## config.mk

```make
export PLATFORM = sky130hd
export DESIGN_NAME = i2s_unit
export DESIGN_NICKNAME = d
export VERILOG_FILES = /design/src/rtl/i2s_unit.sv
export SDC_FILE = /design/constraint.sdc
export NUM_CORES = 1
export LEC_CHECK = 0
export ABC_AREA = 1
export CORE_ASPECT_RATIO = 1.4
export CORE_MARGIN = 2
export CORE_UTILIZATION = 54
export CTS_CLUSTER_SIZE = 25
export DETAILED_ROUTE_END_ITERATION = 8
export PLACE_DENSITY = 0.86
export SYNTH_ARGS = -nofsm -noshare
export SYNTH_HDL_FRONTEND = slang
export SYNTH_SLANG_ARGS = --single-unit
export TNS_END_PERCENT = 10
```

## constraint.sdc

```tcl
create_clock -name clk -period 3.9 [get_ports clk]
set_input_delay 0.39 -clock clk [delete_from_list [all_inputs] [get_ports clk]]
set_output_delay 0.39 -clock clk [all_outputs]
set_load 0.03 [all_outputs]
```

## src/rtl/i2s_unit.sv

```systemverilog
// i2s_unit: stereo frame FIFO feeding a 64-bit-per-frame I2S serialiser.
// FIFO_DEPTH must be a power of two and at least 2; DATA_BITS must be at most 32.
module i2s_unit #(
    parameter int unsigned DATA_BITS  = 24,
    parameter int unsigned FIFO_DEPTH = 4
) (
    input  logic                 clk,
    input  logic                 rst_n,
    input  logic                 play_in,
    input  logic                 tick_in,
    input  logic [DATA_BITS-1:0] audio0_in,
    input  logic [DATA_BITS-1:0] audio1_in,
    output logic                 req_out,
    output logic                 sck_out,
    output logic                 ws_out,
    output logic                 sdo_out
);
    localparam int unsigned PtrW = $clog2(FIFO_DEPTH);
    localparam int unsigned PadW = 32 - DATA_BITS;
    localparam int unsigned EntW = 2 * DATA_BITS;

    typedef enum logic [1:0] {StStandby, StPlay, StDrain} state_e;

    state_e      state_q, state_d;
    logic [1:0]  ph_q, ph_d;
    logic [5:0]  bitcnt_q, bitcnt_d;
    logic [63:0] frame_q, frame_d;
    logic        req_q, sck_q, ws_q, sdo_q;

    logic [EntW-1:0] mem_q [FIFO_DEPTH];
    logic [PtrW-1:0] rd_ptr_q, wr_ptr_q;
    logic [PtrW:0]   count_q;

    logic            boundary, pop, flush;
    logic            fifo_empty, fifo_full, rd_en, wr_en;
    logic [EntW-1:0] rd_data;
    logic [31:0]     slot0, slot1;

    assign fifo_empty = (count_q == '0);
    assign fifo_full  = (count_q == (PtrW + 1)'(FIFO_DEPTH));
    assign rd_data    = mem_q[rd_ptr_q];
    // Each channel occupies a 32-bit slot, sample left-justified (MSB first, zero tail).
    assign slot0      = 32'(rd_data[DATA_BITS-1:0]) << PadW;
    assign slot1      = 32'(rd_data[EntW-1:DATA_BITS]) << PadW;
    assign rd_en      = pop && !fifo_empty;
    // A full FIFO still accepts a write when the same edge pops an entry.
    assign wr_en      = tick_in && play_in && (!fifo_full || rd_en);

    // Next-state decode: mode transitions, pop/flush strobes, counters and frame load.
    always_comb begin
        boundary = (state_q != StStandby) && (ph_q == 2'd3) && (bitcnt_q == 6'd63);
        state_d  = state_q;
        pop      = 1'b0;
        flush    = 1'b0;
        case (state_q)
            StStandby: begin
                if (play_in) begin
                    state_d = StPlay;
                    pop     = 1'b1;
                end
            end
            StPlay: begin
                if (!play_in) begin
                    // Stopping exactly on a boundary has no frame left to drain.
                    if (boundary) begin
                        state_d = StStandby;
                        flush   = 1'b1;
                    end else begin
                        state_d = StDrain;
                    end
                end else if (boundary) begin
                    pop = 1'b1;
                end
            end
            StDrain: begin
                if (boundary) begin
                    if (play_in) begin
                        state_d = StPlay;
                        pop     = 1'b1;
                    end else begin
                        state_d = StStandby;
                        flush   = 1'b1;
                    end
                end
            end
            default: state_d = StStandby;
        endcase

        if ((state_q == StStandby) || (state_d == StStandby)) begin
            ph_d     = '0;
            bitcnt_d = '0;
        end else begin
            ph_d     = ph_q + 2'd1;
            bitcnt_d = (ph_q == 2'd3) ? bitcnt_q + 6'd1 : bitcnt_q;
        end

        frame_d = frame_q;
        if (flush) begin
            frame_d = '0;
        end else if (pop) begin
            // Underflow plays silence; a same-edge write is stored for the next pop.
            frame_d = fifo_empty ? '0 : {slot0, slot1};
        end
    end

    // Control state, bit counters, frame register and registered serial outputs.
    always_ff @(posedge clk or negedge rst_n) begin
        if (!rst_n) begin
            state_q  <= StStandby;
            ph_q     <= '0;
            bitcnt_q <= '0;
            frame_q  <= '0;
            req_q    <= 1'b0;
            sck_q    <= 1'b0;
            ws_q     <= 1'b0;
            sdo_q    <= 1'b0;
        end else begin
            state_q  <= state_d;
            ph_q     <= ph_d;
            bitcnt_q <= bitcnt_d;
            frame_q  <= frame_d;
            req_q    <= pop;
            sck_q    <= ph_d[1];
            ws_q     <= (state_d != StStandby) && (bitcnt_d >= 6'd31) && (bitcnt_d <= 6'd62);
            // Bit b of the frame lives at index 63-b, i.e. ~b for a 6-bit count.
            sdo_q    <= (state_d != StStandby) && frame_d[~bitcnt_d];
        end
    end

    // FIFO pointers and occupancy; flushed when returning to standby.
    always_ff @(posedge clk or negedge rst_n) begin
        if (!rst_n) begin
            rd_ptr_q <= '0;
            wr_ptr_q <= '0;
            count_q  <= '0;
        end else if (flush) begin
            rd_ptr_q <= '0;
            wr_ptr_q <= '0;
            count_q  <= '0;
        end else begin
            if (rd_en) begin
                rd_ptr_q <= rd_ptr_q + 1'b1;
            end
            if (wr_en) begin
                wr_ptr_q <= wr_ptr_q + 1'b1;
            end
            if (wr_en && !rd_en) begin
                count_q <= count_q + 1'b1;
            end else if (rd_en && !wr_en) begin
                count_q <= count_q - 1'b1;
            end
        end
    end

    // FIFO storage; entries are {right, left}.
    always_ff @(posedge clk) begin
        if (wr_en) begin
            mem_q[wr_ptr_q] <= {audio1_in, audio0_in};
        end
    end

    assign req_out = req_q;
    assign sck_out = sck_q;
    assign ws_out  = ws_q;
    assign sdo_out = sdo_q;

endmodule
```

==> metrics.md, run 1 <==
| Metric | Value |
|---|---|
| FILL cells | 1526 |
| Max-Cap Viols | 0 |
| Via count | 8425 |
| Cell variety after synth | 35 |
| DP HPWL | 15600 um |
| First drt pass iteration count | 6 |
| Number of H-tree levels | 1 |
| Drt total wl | 26300 um |
| Avg Synthesized Cell Area | 10.5 um^2 |
| Crit path top cell by count | inv_1 |
| Die H | 179 um |
| Initial DRC Count | 1156 |
| Cell Area, Placed | 12700 um^2 |
| HP Class | flip-flop to flip-flop |
| RD Place Congestion | 0.820 |
| Post-CTS Setup Inserts | 0 |
| Routed Antenna Nets | 0 |
| First-pass GRT wire length | 42500 um |
| Number of synthesized flops with an enable pin | 192 |
| Fraction of registers with async set/reset | 30.4% |
| Slowest stage cell on the critical path | dfrtp_1 |
| Fin nets | 1230 |
| CP cell instances | inv_1 > ha_1 > nor2_2 > nand4_1 > nand2_1 > nand2_2 > nor2_4 > inv_1 > nand2_1 > inv_1 > fa_1 > xor2_1 > xor2_1 > o22ai_1 |
| PwrDens | 727 nW/um^2 |
| Period utilization | 77.6% |
| Tmin final | 3.02 ns |
| Number of CTS-inserted buffers | 25 |
| Cells after synthesis | 1122 |
| Final setup TNS | 0 ns |
| Yosys top cell area share | 48.7% |
| Core footprint | 21700 um^2 |
| IO buf count | 55 |
| Top area cells in the synthesized netlist | edfxtp_1, dfrtp_1, nand2_1 |
| Worst-Margin Slew | 0.761 ns |
| Max Clk Rate | 0.331 GHz |
| Crit Path Max Fanout | 15 |
| Cell area after layout | 13700 um^2 |
| Crit path kind | flip-flop to flip-flop |
| Die ar. | 23100 um^2 |
| Synth Net Count | 1185 |
| Multi-input logic area | 3360 um^2 |
| I/O pin total | 56 |
| Largest net degree at the start of global routing | 96 |
| Initial core utilization | 54.5% |
| CP max stage delay | 0.41 ns |
| Vias in the first global route | 8583 |
| Initial antenna violation count | 0 |
| Synthesized area | 11800 um^2 |
| Seq. cell area | 7870 um^2 |
| PostCTS Resize Cnt | 0 |
| Most frequent cell after synthesis | nand2_1 |
| VDD IR max | 0.399 mV |
| Antenna diodes | 0 |
| Synth area leader | edfxtp_1 |
| Area growth from synthesis to layout | 15.5% |
| Slew Limit Fails | 0 |
| Clock Sinks | 276 |
| Post-synth top flop | edfxtp_1 |
| Gr usage total | 23.3% |
| Final hold vios | 0 |
| Vias per cell | 5.68 |
| DRC violations left | 0 |
| Status | completed |
| Layout cell share with drive strength beyond 1 | 9.36% |
| Global route total overflow | 0 |
| Worst Path Arrival | 3.42 ns |
| Die width | 129 um |
| Synth Register Bits | 276 |
| Wire length per cell | 17.7 um |
| Commonest cells in the netlist | nand2_1, edfxtp_1, nor2_1 |
| Clock Root Buffer | clkbuf_16 |
| Site Rows | 64 |
| Sequential fraction of the synthesis area | 66.5% |
| CTS clk-pin slew, worst paths | 0.07 ns |
| Clock Skew | 0.00628 ns |
| Overall Power | 9930 uW |
| Max Buffers Root-to-Sink | 3 |
| Hold buffer count at CTS | 1 |
| Rel. slew slack | 48.7% |
| Clock Latency Late Sink | 0.52 ns |
| Final Setup Violations | 0 |
| Critical Path Sink Type | flip-flop |
| CTS tree | done |
| Unrepaired setup endpoints after global routing | false |
| Worst Path Required | 4.30 ns |
| Synth warn | 0 |
| Startpoint types | flip-flop |
| Pleak | 0.00556 uW |
==> critical path, delay by kind of cell (launching register included) <==
kind            cells  cell delay, ns
xor+xnor            2            0.37
fa+ha+maj           2            0.64
compound gates      1            0.09
simple gates        6            1.16
flops               1            0.41
buf+inv             3            0.25
==> logic make-up after synthesis <==
kind of cell,Yosys count,share of synthesized area [%]
AO/OA/AOI/OAI,178,8.06
flip-flops,276,66.5
adder cells (fa/ha/maj),11,1.23
AND/OR/NAND/NOR,498,18.3
XOR/XNOR,6,0.444
buffers and inverters,153,5.43
==> cell type report <==
type	count	area share, %
clock inverter	11	1.25
clock buffer	35	5.49
inverter	94	2.68
tap	297	2.72
multi-input combinational	693	24.6
sequential	276	57.6
timing repair buffer	77	5.70
==> registers in the layout (all words and copies together), names as in the netlist <==
register and flops:
state_q 2, req_out 1, count_q 3, wr_ptr_q 2, frame_q 64, ws_out 1
ph_q 2, rd_ptr_q 2, mem_q 192, sdo_out 1, bitcnt_q 6
==> cell usage in the layout (no fill, tap or decap), drive strengths merged, types with 3 or more instances in the layout <==
| cell | count |
|---|---|
| a21oi | 19 |
| buf | 22 |
| bufinv | 5 |
| clkbuf | 35 |
| clkdlybuf4s50 | 54 |
| clkinv | 3 |
| dfrtp | 84 |
| edfxtp | 192 |
| ha | 10 |
| inv | 96 |
| nand2 | 215 |
| nand3 | 110 |
| nand4 | 8 |
| nor2 | 146 |
| o21ai | 115 |
| o22ai | 43 |
| or2 | 17 |
| xor2 | 5 |
==> worst paths after layout <==
check                                 from           to  slack [ns]  cells after the start
worst min-delay path               ph_q[0]      ph_q[0]        0.43                      1
max in group asynchronous            rst_n  frame_q[14]        2.52                      3
worst max register to register  state_q[1]   count_q[2]        0.88                     14
worst min register to register     ph_q[0]      ph_q[0]        0.43                      1
min in group asynchronous            rst_n   state_q[0]        0.47                      2
worst max-delay path            state_q[1]   count_q[2]        0.88                     14
==> metrics by stage <==
step                      setup slack [ns]  hold WS (ns)  util (%)  cells
after floorplan                     -0.489        0.0944         -   1122
after global placement                1.01         0.418      58.7   1436
after detailed placement             0.899         0.423      58.7   1436
after CTS                            0.922         0.432      62.9   1483
after global routing                 0.609         0.454      62.9   1483
final                                0.875         0.430      62.9   1483
==> per-layer routing <==
layer / share of wire (%) / routed length (um) / GRT usage, %
met5: 0 / 0 / 0
met3: 7.1 / 1860 / 2.92
met2: 53 / 13900 / 41.3
met1: 37 / 9820 / 28.8
met4: 2.7 / 709 / 9.92
==> where the power goes <==
part | internal, uW | total (uW) | switching (uW)
logic | 1080 | 3370 | 2290
clock network | 1620 | 2680 | 1060
registers | 3680 | 3880 | 205
Note: power is estimated with default switching activity, not from simulation.
==> run 2: changes to the inputs <==
CORE_UTILIZATION = 60   (was 54)
PLACE_DENSITY = 0.9   (was 0.86)
clock period = 2.8 ns   (was 3.9 ns; I/O delays follow)
==> metrics.md, run 2 (synthesized netlist as in run 1, its figures left out) <==
| Metric | Value |
|---|---|
| CTS clk-pin slew, worst paths | 0.07 ns (about the same) |
| Vias per cell | 5.81 (was 5.68) |
| Status | completed (unchanged) |
| DP HPWL | 16500 um (was 15600 um) |
| I/O pin total | 56 (unchanged) |
| First-pass GRT wire length | 42600 um (was 42500 um) |
| Slew Limit Fails | 0 (unchanged) |
| HP Class | primary input to async pin (was flip-flop to flip-flop) |
| Site Rows | 60 (was 64) |
| Number of CTS-inserted buffers | 25 (unchanged) |
| VDD IR max | 0.678 mV (was 0.399 mV) |
| Number of H-tree levels | 1 (unchanged) |
| DRC violations left | 0 (unchanged) |
| Final Setup Violations | 0 (unchanged) |
| Die H | 170 um (was 179 um) |
| Via count | 8426 (was 8425) |
| Vias in the first global route | 8434 (was 8583) |
| Rel. slew slack | 52.6% (was 48.7%) |
| Max reg flops | 192 (unchanged) |
| Final setup TNS | 0 ns (unchanged) |
| FILL cells | 1219 (was 1526) |
| Max-Cap Viols | 0 (unchanged) |
| Final core utilization | 71.4% (was 62.9%) |
| Final hold vios | 0 (unchanged) |
| Critical Path Sink Type | flip-flop (unchanged) |
| Post-place setup slack | 0.0603 ns (was 0.899 ns) |
| Clock Latency Late Sink | 0.52 ns (about the same) |
| Area growth from synthesis to layout | 16.4% (was 15.5%) |
| Worst Path Arrival | 3.13 ns (was 3.42 ns) |
| Tmin final | 2.68 ns (was 3.02 ns) |
| Crit Path Max Fanout | 31 (was 15) |
| Antenna diodes | 0 (unchanged) |
| Core footprint | 19300 um^2 (was 21700 um^2) |
| Seq. cell area | 7870 um^2 (about the same) |
| Layout cell share with drive strength beyond 1 | 10.7% (was 9.36%) |
| Startpoint types | flip-flop (unchanged) |
| Placed Instances | 1396 (was 1436) |
| First drt pass iteration count | 5 (was 6) |
| Initial antenna violation count | 0 (unchanged) |
| Global route total overflow | 0 (unchanged) |
| Clock Skew | 0.0100 ns (was 0.00628 ns) |
| Crit path kind | flip-flop to flip-flop (unchanged) |
| PwrDens | 995 nW/um^2 (was 727 nW/um^2) |
| Met2 WL | 14000 um (was 13900 um) |
| M1 wire length | 10100 um (was 9820 um) |
| CTS tree | done (unchanged) |
| Fin nets | 1246 (was 1230) |
| Largest net degree at the start of global routing | 70 (was 96) |
| Initial DRC Count | 678 (was 1156) |
| Worst Path Required | 3.26 ns (was 4.30 ns) |
| Largest Register | mem_q (unchanged) |
| Clock Root Buffer | clkbuf_16 (unchanged) |
| Multi-input logic area | 3420 um^2 (was 3360 um^2) |
| Initial core utilization | 61.3% (was 54.5%) |
| Die ar. | 20900 um^2 (was 23100 um^2) |
| Max Buffers Root-to-Sink | 3 (unchanged) |
| Highest metal used | met4 (unchanged) |
| Period utilization | 95.6% (was 77.6%) |
| Routed Antenna Nets | 0 (unchanged) |
| Worst-Margin Slew | 0.704 ns (was 0.761 ns) |
| Commonest cells after routing, fill and taps aside | nand2_1, edfxtp_1, nor2_1, o21ai_0, nand3_1 (unchanged) |
| Pleak | 0.00562 uW (was 0.00556 uW) |
| Fin Hold WS | 0.304 ns (was 0.430 ns) |
| Clock Sinks | 276 (unchanged) |
| Met3 wire length | 1630 um (was 1860 um) |
| Fin cells | 1450 (was 1483) |
| Gr usage total | 26.1% (was 23.3%) |
| RD Place Congestion | 0.952 (was 0.820) |
| Drt total wl | 26700 um (was 26300 um) |
| Max Clk Rate | 0.374 GHz (was 0.331 GHz) |
| Wire length per cell | 18.4 um (was 17.7 um) |
| Die width | 123 um (was 129 um) |
| IO buf count | 55 (unchanged) |
| Biggest regs | mem_q: 192 flops, frame_q: 64 flops, bitcnt_q: 6 flops (unchanged) |
| Most common cell after layout, fill and taps aside | nand2_1 (unchanged) |
| Final WS setup | 0.125 ns (was 0.875 ns) |
run 2: changes by cell type in the layout (fill, tap and decap cells not counted), sizes merged:
cell / change
buf: +15
bufinv: -3
clkbuf: -1
clkinv: +6
clkinvlp: -1
run 2: stage by stage:
stage	power, uW	area [um^2]
detailed placement	10200	12800
CTS	13500	13600
global route	14500	13800
finish	13700	13800
floorplan	8730	11900
global placement	10000	12800
run 2: final timing paths:
path / cells after the start / slack, ns / endpoint / from
worst min register to register: 1 / 0.49 / ph_q[0] / ph_q[0]
max in group asynchronous: 3 / 1.77 / frame_q[7] / rst_n
worst min-delay path: 2 / 0.30 / count_q[2] / rst_n
worst max register to register: 19 / 0.12 / sdo_out / state_q[1]
worst max-delay path: 19 / 0.12 / sdo_out / state_q[1]
min in group clk: 1 / 0.39 / mem_q[3][18] / audio0_in[18]
run 2: per-layer routing:
metal	global-route usage, %	up-vias
met5	0	-
met4	10.6	0
met3	3.59	68
met2	45.3	335
met1	32.9	4086
li1	-	3937
run 2: final cells by class:
| class | count | share of cell area (%) |
|---|---|---|
| clock buffer | 33 | 5.06 |
| multi-input combinational | 693 | 24.9 |
| inverter | 94 | 2.72 |
| clock inverter | 13 | 0.700 |
| timing repair buffer | 93 | 7.25 |
| sequential | 276 | 57.2 |
| tap | 248 | 2.25 |
run 2: timing repair:
item,CTS,global route
endpoints found under the setup margin,0,2
endpoints found under the hold margin,42,0
hold buffers,1,0
resized for setup,0,12
setup buffers,0,6
run 2: critical path, cell delays in order, from the launching register on:
cell       delay (ns)
dfrtp_1          0.40
inv_1            0.11
ha_4             0.20
nor2_4           0.11
nand4_1          0.16
buf_4            0.19
a21oi_4          0.21
buf_12           0.14
clkbuf_16        0.20
or2_2            0.13
nand3_1          0.10
nand2_1          0.10
nand3_1          0.06
nand3_1          0.09
nand2_1          0.06
nand2_1          0.06
nand3_1          0.06
nand2_1          0.08
nor2_1           0.04
nor2_1           0.10
run 2: where the power goes:
group	switching (uW)	internal, uW	leakage (uW)
Sequential	222	5120	0.00277
Combinational	3330	1720	0.00245
Clock	1460	1850	0.000394
Total	5000	8700	0.00562
